[src/rtl/dmd_scan_capture_if.sv]
// ---------------------------------------------------------------------------
// dmd_scan_capture_if
// Groups the dot-matrix scan pins and the frame readback/handshake signals of
// dmd_scan_capture.
//   DMD_CLK, DMD_CLR, dmd_seg[3:0], dmd_column[15:0] : scan pins (driver -> capture)
//   rd_addr[3:0] / rd_data[15:0]                      : visible-bank readback
//   frame_valid / frame_ack                           : completed-frame handshake
//   frame_count[FRAME_CNT_W-1:0]                      : completed frames (wraps)
//   overrun, seq_err / err_clr                        : sticky error flags and clear
// master: the side driving scan pins and reading frames; slave: dmd_scan_capture.
// ---------------------------------------------------------------------------
interface dmd_scan_capture_if #(
    parameter int unsigned FRAME_CNT_W = 8
);
    logic                   DMD_CLK;
    logic                   DMD_CLR;
    logic [3:0]             dmd_seg;
    logic [15:0]            dmd_column;
    logic [3:0]             rd_addr;
    logic [15:0]            rd_data;
    logic                   frame_valid;
    logic                   frame_ack;
    logic [FRAME_CNT_W-1:0] frame_count;
    logic                   overrun;
    logic                   seq_err;
    logic                   err_clr;

    modport master (
        output DMD_CLK, DMD_CLR, dmd_seg, dmd_column, rd_addr, frame_ack, err_clr,
        input  rd_data, frame_valid, frame_count, overrun, seq_err
    );

    modport slave (
        input  DMD_CLK, DMD_CLR, dmd_seg, dmd_column, rd_addr, frame_ack, err_clr,
        output rd_data, frame_valid, frame_count, overrun, seq_err
    );
endinterface

[src/rtl/dmd_scan_capture.sv]
// ---------------------------------------------------------------------------
// dmd_scan_capture
// Receive-side model of the dot-matrix scan interface. Rebuilds the 16-column
// frame from the DMD_CLK/DMD_CLR/dmd_seg/dmd_column pins into a shadow bank and
// swaps it into the visible bank when column 15 lands in order.
// Ports:
//   CLK    : system clock, rising edge
//   RESET  : asynchronous active-low reset
//   bus    : dmd_scan_capture_if.slave (scan pins, readback, handshake, errors)
// Build option:
//   DMD_CAPTURE_SYNC_EN defined   -> scan pins pass a 2-flop synchronizer (S=2)
//   DMD_CAPTURE_SYNC_EN undefined -> scan pins pass a single register (S=1)
// ---------------------------------------------------------------------------
module dmd_scan_capture #(
    parameter int unsigned FRAME_CNT_W = 8
) (
    input  logic              CLK,
    input  logic              RESET,
    dmd_scan_capture_if.slave bus
);

`ifdef DMD_CAPTURE_SYNC_EN
    localparam int unsigned S = 2;
`else
    localparam int unsigned S = 1;
`endif
    localparam int unsigned SEG_W = 4;
    localparam int unsigned COL_W = 16;
    localparam int unsigned NCOL  = 16;

    // Scan pins travel as one bundle so strobe, clear, index and data stay aligned.
    typedef struct packed {
        logic             clk;
        logic             clr;
        logic [SEG_W-1:0] seg;
        logic [COL_W-1:0] col;
    } scan_t;

    typedef enum logic [1:0] {
        HUNT  = 2'd0,
        FILL  = 2'd1,
        BLANK = 2'd2
    } state_t;

    scan_t                  w_in;
    scan_t                  w_stg;
    scan_t                  r_stage [S];
    logic                   r_clk_hist;
    logic                   w_stb;

    state_t                 r_state;
    state_t                 w_state_nxt;
    logic [SEG_W-1:0]       r_expect;
    logic [SEG_W-1:0]       w_expect_nxt;
    logic                   w_wr_en;
    logic                   w_swap;
    logic                   w_seq_evt;

    logic [COL_W-1:0]       r_bank [2][NCOL];
    logic                   r_vis_sel;
    logic                   w_shadow_sel;

    logic [COL_W-1:0]       r_rd_data;
    logic                   r_frame_valid;
    logic [FRAME_CNT_W-1:0] r_frame_count;
    logic                   r_overrun;
    logic                   r_seq_err;

    assign w_in.clk = bus.DMD_CLK;
    assign w_in.clr = bus.DMD_CLR;
    assign w_in.seg = bus.dmd_seg;
    assign w_in.col = bus.dmd_column;

    // Input stage chain (S deep).
    always_ff @(posedge CLK or negedge RESET) begin
        if (!RESET) begin
            for (int i = 0; i < int'(S); i++) begin
                r_stage[i] <= '0;
            end
        end else begin
            r_stage[0] <= w_in;
            for (int i = 1; i < int'(S); i++) begin
                r_stage[i] <= r_stage[i-1];
            end
        end
    end

    assign w_stg = r_stage[S-1];

    // Rising-edge detect on the staged column strobe.
    always_ff @(posedge CLK or negedge RESET) begin
        if (!RESET) begin
            r_clk_hist <= 1'b0;
        end else begin
            r_clk_hist <= w_stg.clk;
        end
    end

    assign w_stb = w_stg.clk & ~r_clk_hist;

    // FSM state register.
    always_ff @(posedge CLK or negedge RESET) begin
        if (!RESET) begin
            r_state  <= HUNT;
            r_expect <= '0;
        end else begin
            r_state  <= w_state_nxt;
            r_expect <= w_expect_nxt;
        end
    end

    // Next state: a partial frame is dropped implicitly, since only a strictly
    // ordered 0..15 run reaches the swap and it rewrites every shadow column.
    always_comb begin
        w_state_nxt  = r_state;
        w_expect_nxt = r_expect;
        w_wr_en      = 1'b0;
        w_swap       = 1'b0;
        w_seq_evt    = 1'b0;
        if (w_stg.clr) begin
            w_state_nxt  = BLANK;
            w_expect_nxt = '0;
        end else begin
            case (r_state)
                HUNT: begin
                    if (w_stb) begin
                        if (w_stg.seg == '0) begin
                            w_wr_en      = 1'b1;
                            w_expect_nxt = SEG_W'(1);
                            w_state_nxt  = FILL;
                        end else begin
                            w_seq_evt = 1'b1;
                        end
                    end
                end
                FILL: begin
                    if (w_stb) begin
                        if (w_stg.seg == r_expect) begin
                            w_wr_en      = 1'b1;
                            w_expect_nxt = SEG_W'(r_expect + SEG_W'(1));
                            if (w_stg.seg == SEG_W'(NCOL - 1)) begin
                                w_swap      = 1'b1;
                                w_state_nxt = HUNT;
                            end
                        end else begin
                            w_seq_evt = 1'b1;
                            if (w_stg.seg == '0) begin
                                w_wr_en      = 1'b1;
                                w_expect_nxt = SEG_W'(1);
                            end else begin
                                w_expect_nxt = '0;
                                w_state_nxt  = HUNT;
                            end
                        end
                    end
                end
                BLANK: begin
                    w_expect_nxt = '0;
                    w_state_nxt  = HUNT;
                end
                default: begin
                    w_expect_nxt = '0;
                    w_state_nxt  = HUNT;
                end
            endcase
        end
    end

    assign w_shadow_sel = ~r_vis_sel;

    // Banks: swapping flips the visible pointer on the same edge column 15 lands.
    always_ff @(posedge CLK or negedge RESET) begin
        if (!RESET) begin
            for (int b = 0; b < 2; b++) begin
                for (int c = 0; c < int'(NCOL); c++) begin
                    r_bank[b][c] <= '0;
                end
            end
            r_vis_sel <= 1'b0;
        end else begin
            if (w_wr_en) begin
                r_bank[w_shadow_sel][w_stg.seg] <= w_stg.col;
            end
            if (w_swap) begin
                r_vis_sel <= w_shadow_sel;
            end
        end
    end

    // Readback, handshake and sticky error flags; a new event beats a clear.
    always_ff @(posedge CLK or negedge RESET) begin
        if (!RESET) begin
            r_rd_data     <= '0;
            r_frame_valid <= 1'b0;
            r_frame_count <= '0;
            r_overrun     <= 1'b0;
            r_seq_err     <= 1'b0;
        end else begin
            r_rd_data <= r_bank[r_vis_sel][bus.rd_addr];

            if (w_swap) begin
                r_frame_valid <= 1'b1;
                r_frame_count <= FRAME_CNT_W'(r_frame_count + FRAME_CNT_W'(1));
            end else if (bus.frame_ack) begin
                r_frame_valid <= 1'b0;
            end

            if (w_swap && r_frame_valid && !bus.frame_ack) begin
                r_overrun <= 1'b1;
            end else if (bus.err_clr) begin
                r_overrun <= 1'b0;
            end

            if (w_seq_evt) begin
                r_seq_err <= 1'b1;
            end else if (bus.err_clr) begin
                r_seq_err <= 1'b0;
            end
        end
    end

    assign bus.rd_data     = r_rd_data;
    assign bus.frame_valid = r_frame_valid;
    assign bus.frame_count = r_frame_count;
    assign bus.overrun     = r_overrun;
    assign bus.seq_err     = r_seq_err;

endmodule
[src/flat_wrapper.sv]
// flat-port wrapper written by rule: the top's interface ports become plain ports
module dmd_scan_capture_flat 
#(
    parameter int unsigned FRAME_CNT_W = 8
)
  (CLK, RESET, bus_DMD_CLK, bus_DMD_CLR, bus_dmd_seg, bus_dmd_column, bus_rd_addr, bus_frame_ack, bus_err_clr, bus_rd_data, bus_frame_valid, bus_frame_count, bus_overrun, bus_seq_err);
  dmd_scan_capture_if #(.FRAME_CNT_W(FRAME_CNT_W)) bus_i ();
  input  logic CLK;
  input  logic RESET;
  input wire logic [$bits(bus_i.DMD_CLK)-1:0] bus_DMD_CLK;
  input wire logic [$bits(bus_i.DMD_CLR)-1:0] bus_DMD_CLR;
  input wire logic [$bits(bus_i.dmd_seg)-1:0] bus_dmd_seg;
  input wire logic [$bits(bus_i.dmd_column)-1:0] bus_dmd_column;
  input wire logic [$bits(bus_i.rd_addr)-1:0] bus_rd_addr;
  input wire logic [$bits(bus_i.frame_ack)-1:0] bus_frame_ack;
  input wire logic [$bits(bus_i.err_clr)-1:0] bus_err_clr;
  output wire logic [$bits(bus_i.rd_data)-1:0] bus_rd_data;
  output wire logic [$bits(bus_i.frame_valid)-1:0] bus_frame_valid;
  output wire logic [$bits(bus_i.frame_count)-1:0] bus_frame_count;
  output wire logic [$bits(bus_i.overrun)-1:0] bus_overrun;
  output wire logic [$bits(bus_i.seq_err)-1:0] bus_seq_err;
  assign bus_i.DMD_CLK = bus_DMD_CLK;
  assign bus_i.DMD_CLR = bus_DMD_CLR;
  assign bus_i.dmd_seg = bus_dmd_seg;
  assign bus_i.dmd_column = bus_dmd_column;
  assign bus_i.rd_addr = bus_rd_addr;
  assign bus_i.frame_ack = bus_frame_ack;
  assign bus_i.err_clr = bus_err_clr;
  assign bus_rd_data = bus_i.rd_data;
  assign bus_frame_valid = bus_i.frame_valid;
  assign bus_frame_count = bus_i.frame_count;
  assign bus_overrun = bus_i.overrun;
  assign bus_seq_err = bus_i.seq_err;
  dmd_scan_capture #(.FRAME_CNT_W(FRAME_CNT_W)) u_core (.CLK(CLK), .RESET(RESET), .bus(bus_i));
endmodule
[config.mk]
export PLATFORM = sky130hd
export DESIGN_NAME = dmd_scan_capture_flat
export DESIGN_NICKNAME = d
export VERILOG_FILES = /design/src/rtl/dmd_scan_capture_if.sv /design/src/rtl/dmd_scan_capture.sv /design/src/flat_wrapper.sv
export SDC_FILE = /design/constraint.sdc
export NUM_CORES = 1
export LEC_CHECK = 0
export CORE_MARGIN = 3
export CORE_UTILIZATION = 30
export DETAILED_ROUTE_END_ITERATION = 8
export GPL_TIMING_DRIVEN = 0
export HOLD_SLACK_MARGIN = 0.1
export PLACE_DENSITY_LB_ADDON = 0.25
export SLEW_MARGIN = 20
export SYNTH_ARGS = -nofsm -noshare
export SYNTH_HDL_FRONTEND = slang
export SYNTH_SLANG_ARGS = --single-unit
export TNS_END_PERCENT = 1
[constraint.sdc]
create_clock -name CLK -period 2.7 [get_ports CLK]
set_input_delay 0.27 -clock CLK [delete_from_list [all_inputs] [get_ports CLK]]
set_output_delay 0.27 -clock CLK [all_outputs]
set_load 0.05 [all_outputs]
Word level (Yosys, flattened, before mapping)
Cells that the tools add are included.

storage, ports and cells
  bits in writable memories = 0
  logic and storage cells = 128
  memory bits (read-only) = 0
  latch bits = 0
  output and inout port bits = 27
  register bits = 569
  memories = 0
  input port bits = 30

cells by class
  reduce and logical (&&, ||, !) cells = 12
  equality and inequality tests = 8
  bitwise gates (word level) = 7
  order comparisons = 6
  div/mod/pow operators = 0
  multipliers = 0
  shift-type cells = 0
  mux-type cells = 48
  add/subtract/negate cells = 2

operator list
  kind                   count
  $mux W256              4
  $bwmux W512            1
  $demux W256 S1         1
  $bmux W16 S4           1
  $demux W16 S4          1
  $mux W16               3
  $mux W1                21
  $mux W4                5
  $mux W2                7
  $ge A5 B5 Y1 const B   2
  $not A4 Y5             2
  $ne A3 B1 Y1 const B   3
  $add A8 B1 Y8 const B  1
  $ne A4 B3 Y1 const B   2
  $pmux W4 S2            1
  $reduce_bool A2 Y1     3
  $lt A5 B1 Y1 const B   1
  $reduce_and A5 Y1      1
  $add A4 B1 Y4 const B  1
  $eq A4 B4 Y1           1
  $eq A4 B4 Y1 const B   1
  $ge A2 B2 Y1 const B   2
  $logic_and A1 B1 Y1    4
  $logic_not A4 Y1       1
  10 further kinds       13

Longest topological paths before layout
  word-level depth = 9
  depth in mapped cells = 8
  gate-level depth less buffers = 4

Least setup slack after synthesis
OpenSTA, ideal clock, no wires.

  kind = register to register
  start = register u_core.r_stage[18] in the netlist's numbering
  end = register u_core.r_bank[325] in the netlist's numbering
  stages on the path, launching flop included = 9
  buffers on the path = 4
  arrival = 2.304 ns
  slack = 0.271 ns
  data required time = 2.575 ns
  period minus slack after synthesis = 2.429 ns
  library setup time = 0.125 ns
  cell sequence = dfrtp_1 -> buf_2 -> xnor2_1 -> nand2_1 -> buf_6 -> buf_2 -> nor4_4 -> buf_4 -> mux2_2

between the ends
  longest elaborated chain between the ends = 8
  elaborated cells on any way between the ends = 17
  those cells by class = order compare: 2; eq/ne: 1; mux: 11; bitwise: 1; reduce/logical: 2

RTL lines
  item                                                                line                     text
  from (decl)                                                         dmd_scan_capture.sv:47   scan_t r_stage [S];
  from (signal, indexed assignment)                                   dmd_scan_capture.sv:83   r_stage[i] <= r_stage[i-1];
  $not A4 Y5 (not written as such)                                    dmd_scan_capture.sv:182  r_bank[w_shadow_sel][w_stg.seg] <= w_stg.col;
  $ge A5 B5 Y1 (not written as such) or $lt A5 B1 Y1 (tied branches)  dmd_scan_capture.sv:182
  $logic_and A1 B1 Y1 (not written as such)                           dmd_scan_capture.sv:182
  $mux W16 (not written as such)                                      dmd_scan_capture.sv:182
  $demux W16 S4                                                       dmd_scan_capture.sv:182
  $mux W256 (not written as such)                                     dmd_scan_capture.sv:182
  $demux W256 S1                                                      dmd_scan_capture.sv:182
  $bwmux W512                                                         dmd_scan_capture.sv:182
  to (signal, indexed assignment)                                     dmd_scan_capture.sv:182
  to (decl)                                                           dmd_scan_capture.sv:59   logic [COL_W-1:0] r_bank [2][NCOL];

Several ways; a longest one is shown, not always the timed one.
A chain may end at the register's enable or synchronous reset.

Worst setup path in the final report
  start = register u_core.r_vis_sel
  end = register u_core.r_rd_data[4], in the netlist u_core.bus.rd_data[4]

between the ends
  longest elaborated chain between the ends = 7

RTL lines
  item                                          line                     text
  from (decl)                                   dmd_scan_capture.sv:60   logic r_vis_sel;
  from (signal assigned)                        dmd_scan_capture.sv:185  r_vis_sel <= w_shadow_sel;
  $not A1 Y2 (not written as such)              dmd_scan_capture.sv:199  r_rd_data <= r_bank[r_vis_sel][bus.rd_addr];
  $mux W256 (not written as such) (3 in a row)  dmd_scan_capture.sv:199
  $bmux W16 S4                                  dmd_scan_capture.sv:199
  $mux W16 (not written as such) (2 in a row)   dmd_scan_capture.sv:199
  to (signal assigned)                          dmd_scan_capture.sv:199
  to (decl)                                     dmd_scan_capture.sv:63   logic [COL_W-1:0] r_rd_data;

Every way passes these cells. The select of a mux whose other input is x is not followed.

==> results.md <==
* Status: finished with violations
* Failing checks: negative setup slack
* Endpoint of the worst hold path: u_core.r_stage[13]
* Synth Warn # at 0
* Crit path capture type: register
* Crit path kind: register to register
* Detail Placement HPWL at 55,700 um
* Place WS at -0.924 ns
* Sequential share of the synthesized area at 54.7%
* # setup viols final at 1
* Final GP Congestion at 0.814
* Metal-1 WL at 35,800 um
* Crit path cell chain: clkbuf_2, nor2b_1, clkbuf_2, clkbuf_2, a22oi_1, nand3_1, nand4_1
* Port bufs at 53
* Via count at 16.5k
* Reg2reg end: u_core.bus.rd_data[4]
* Area of the multi-input gates at 11,300 um2
* Top layer in use: met4
* Worst Hold Path Cells at 1
* Syn_area_per_cell at 13.8 um2
* # H-tree levels at 2
* CTS max path bufs at 3
* Slew HR at 24.1%
* Die area at 90,300 um2
* Worst-skew pair later-pin latency at 0.64 ns
* Final WS setup at -0.0143 ns
* Commonest non-fill, non-tap cells in the layout: 568 x dfrtp_1, 424 x mux2_2, 256 x mux2i_1, 102 x clkbuf_1, 91 x a22oi_1
* Syn_nets at 1,919
* I/O pin count at 57
* Layout cells sized above 1 at 36.0%
* RSZ-0062 raised after global routing: true
* R2R depth at 7
* Wire per inst at 24.3 um
* Register Area at 14,200 um2
* Hold slack final at 0.129 ns
* Psw at 4380 uW
* Worst r2r src: u_core.r_vis_sel
* Fin. Hold Viols at 0
* Core area at 85,500 um2
* Area Growth Syn to Fin at 20.3%
* Period minus WS final at 2.71 ns
* Clock skew at 0.0262 ns
* Path category of the worst min-delay check: input pin to register
* Clock Pin Slew Worst Setup and Hold Paths at 0.06 ns
* Commonest non-fill, non-tap cell in the layout: dfrtp_1
* Top post-synthesis cells by area: dfrtp_1 55%, mux2_2 21%, mux2i_1 9.8%
* Worst-path cell with the longest stage delay: a22oi_1
* Fmax at 368 MHz
* Worst vdd ir at 0.424 mV
* Compound-Gate Fraction of Synth Area at 3.79%
* Metal3 WL at 3710 um
* Overall Global Routing Usage at 17.5%
* Synth Area in Simple Gates at 5.47%
* Power Density at 585 nW/um2
* Max_cap viols at 0
* Max FO, Critical Path at 10
* Largest family of logic cells by synthesized area: multiplexers
* Routed Antenna Nets at 0
* Adder-cell share of the synthesized area at 0.0962%
* Vias in the first global route at 17.4k
* First-pass GRT wire length at 117,000 um
* Leading area contributor after synthesis: dfrtp_1
* Yosys reg bits at 569
* Setup TNS at -0.0143 ns
* Post-route cell area at 31,300 um2
* Combinational cell fraction of total power at 6.1%
* Reg power frac at 47.1%
* Max-slew violations at 0
* FP Rows at 107
* Tightest Pin Transition at 1.14 ns
* Routed wire length at 79,000 um
* Initial antenna violation count at 3
* Remaining DRCs at 0
* Final #Nets at 2,096
* Total clock sinks at 569
* Root buffer cell: clkbuf_16
* Sw frac at 23.9%
* Max stage delay on crit path at 0.56 ns
* 1st-pass router iterations at 5
* TritonCTS clock tree: built
* Die width at 300 um
* Die height at 300 um
* Post-synth top area share at 54.7%
* Post-synthesis mux area share at 32.5%
* Initial cell density of the core at 30.4%
* GR Overflow Total at 0
* Clk pwr share at 46.7%
* Startpoint Class: register
* Worst Hold Launch: bus_dmd_column[13]
* Tcrit/Tclk final at 101%
* Crit path DAT at 3.23 ns
* Internal at 13,900 uW
* Post-DR vias/cell at 5.07
* Most numerous cell on the critical path: clkbuf_2
* Filler Cell Count at 8,161
* FF-to-FF setup slack at -0.01 ns
* Static leakage at 0.0152 uW
* XOR/XNOR Fraction of Synth Area at 0.404%
* 1st-iter DRT viols at 1,026
* Pin count of the biggest net entering global routing at 102
* Post-place instance area at 28,200 um2
* Met2 wire length at 36,300 um
* Syn Std Cell Area at 26,000 um2
* Worst EP required at 3.21 ns
* Cells after Synth at 1,887
* Post-synthesis cell type count at 47
* CTS buffer count at 60
## area by class of cell
cell class,count,share of cell area [%]
diodes,1,0.00799
plain buffers,166,3.02
clock buffers,90,5.60
clock inverters,18,0.895
inverters,5,0.0600
multi-input cells,1146,36.2
flip-flops and latches,569,45.5
well taps,1144,4.57
repair buffers,116,4.13
## registers in the layout (all words and copies together), names as in the netlist
name,count
u_core.r_clk_hist,1
u_core.r_expect,4
u_core.bus.frame_count,8
u_core.bus.rd_data,16
u_core.bus.seq_err,1
u_core.r_stage,22
u_core.bus.frame_valid,1
u_core.bus.overrun,1
u_core.r_bank,512
u_core.r_vis_sel,1
u_core.r_state,2
## per-stage QoR
stage,cells,total power (uW),utilization [%]
finish,3255,18300,36.6
global route,3254,19000,36.6
CTS,3234,18600,36.3
detailed placement,3090,9890,32.9
global placement,3084,9870,32.7
floorplan,1887,9260,-
## repair_timing
| item | 4_1_cts | 5_1_grt |
|---|---|---|
| endpoints found under the hold margin | 95 | 0 |
| pin swaps | 22 | 10 |
| setup buffers | 16 | 20 |
| setup endpoints to repair | 427 | 323 |
| hold buffers | 21 | 0 |
| gates resized for setup | 133 | 15 |
## power groups by stage
stage / Clock (uW) / Combinational, uW / Sequential (uW)
2_1_floorplan: 0 / 415 / 8850
3_3_place_gp: 0 / 1050 / 8820
3_5_place_dp: 0 / 1100 / 8790
4_1_cts: 8780 / 1130 / 8640
5_1_grt: 9110 / 1200 / 8640
6_report: 8560 / 1120 / 8640
## synth_stat cells, drive strengths merged
cell	count
a21o	2
nand2	44
a2111oi	1
o211ai	2
clkbuf	115
nand3b	1
xor2	7
a32o	2
o22ai	2
nor3	17
nand4	36
a22oi	96
or3	1
nor4	14
nand4b	1
ha	2
a41o	1
inv	4
o21ai	2
a21oi	33
or2b	1
or2	3
or4	4
nand2b	5
nand3	65
and4	2
nor4b	1
and3	6
nor2	9
clkinv	1
buf	52
mux2	514
nor2b	9
mux2i	256
a31o	1
xnor2	5
dfrtp	569
and2	1
## cells by family after synthesis
family,after synthesis
flip-flops,569
XOR/XNOR,12
multiplexers,770
buffers and inverters,172
AO/OA/AOI/OAI,142
AND/OR/NAND/NOR,220
adder cells (fa/ha/maj),2
## worst max-delay path, delay by kind of cell (launching register included)
family / cells / cell delay (ns)
buffers and inverters: 3 / 1.02
AOI/OAI and AO/OA: 1 / 0.56
and+or+nand+nor: 3 / 0.49
DFF: 1 / 0.50
## how the worst max path moves through the flow
stage,startpoint,endpoint
after floorplan,u_core.r_stage[18],u_core.r_bank[325]
after global placement,RESET,u_core.bus.frame_valid
after detailed placement,bus_rd_addr[1],u_core.bus.rd_data[6]
final,u_core.r_vis_sel,u_core.bus.rd_data[4]
after CTS,u_core.r_stage[17],u_core.r_bank[508]
after global routing,u_core.r_vis_sel,u_core.bus.rd_data[4]
## routing by layer
layer  vias up  track usage, %
li1       7246               -
met1      8751            23.5
met2       390            28.0
met3       123            3.22
met4         0            6.47
met5         -               0
(Power assumes the default switching activity.)
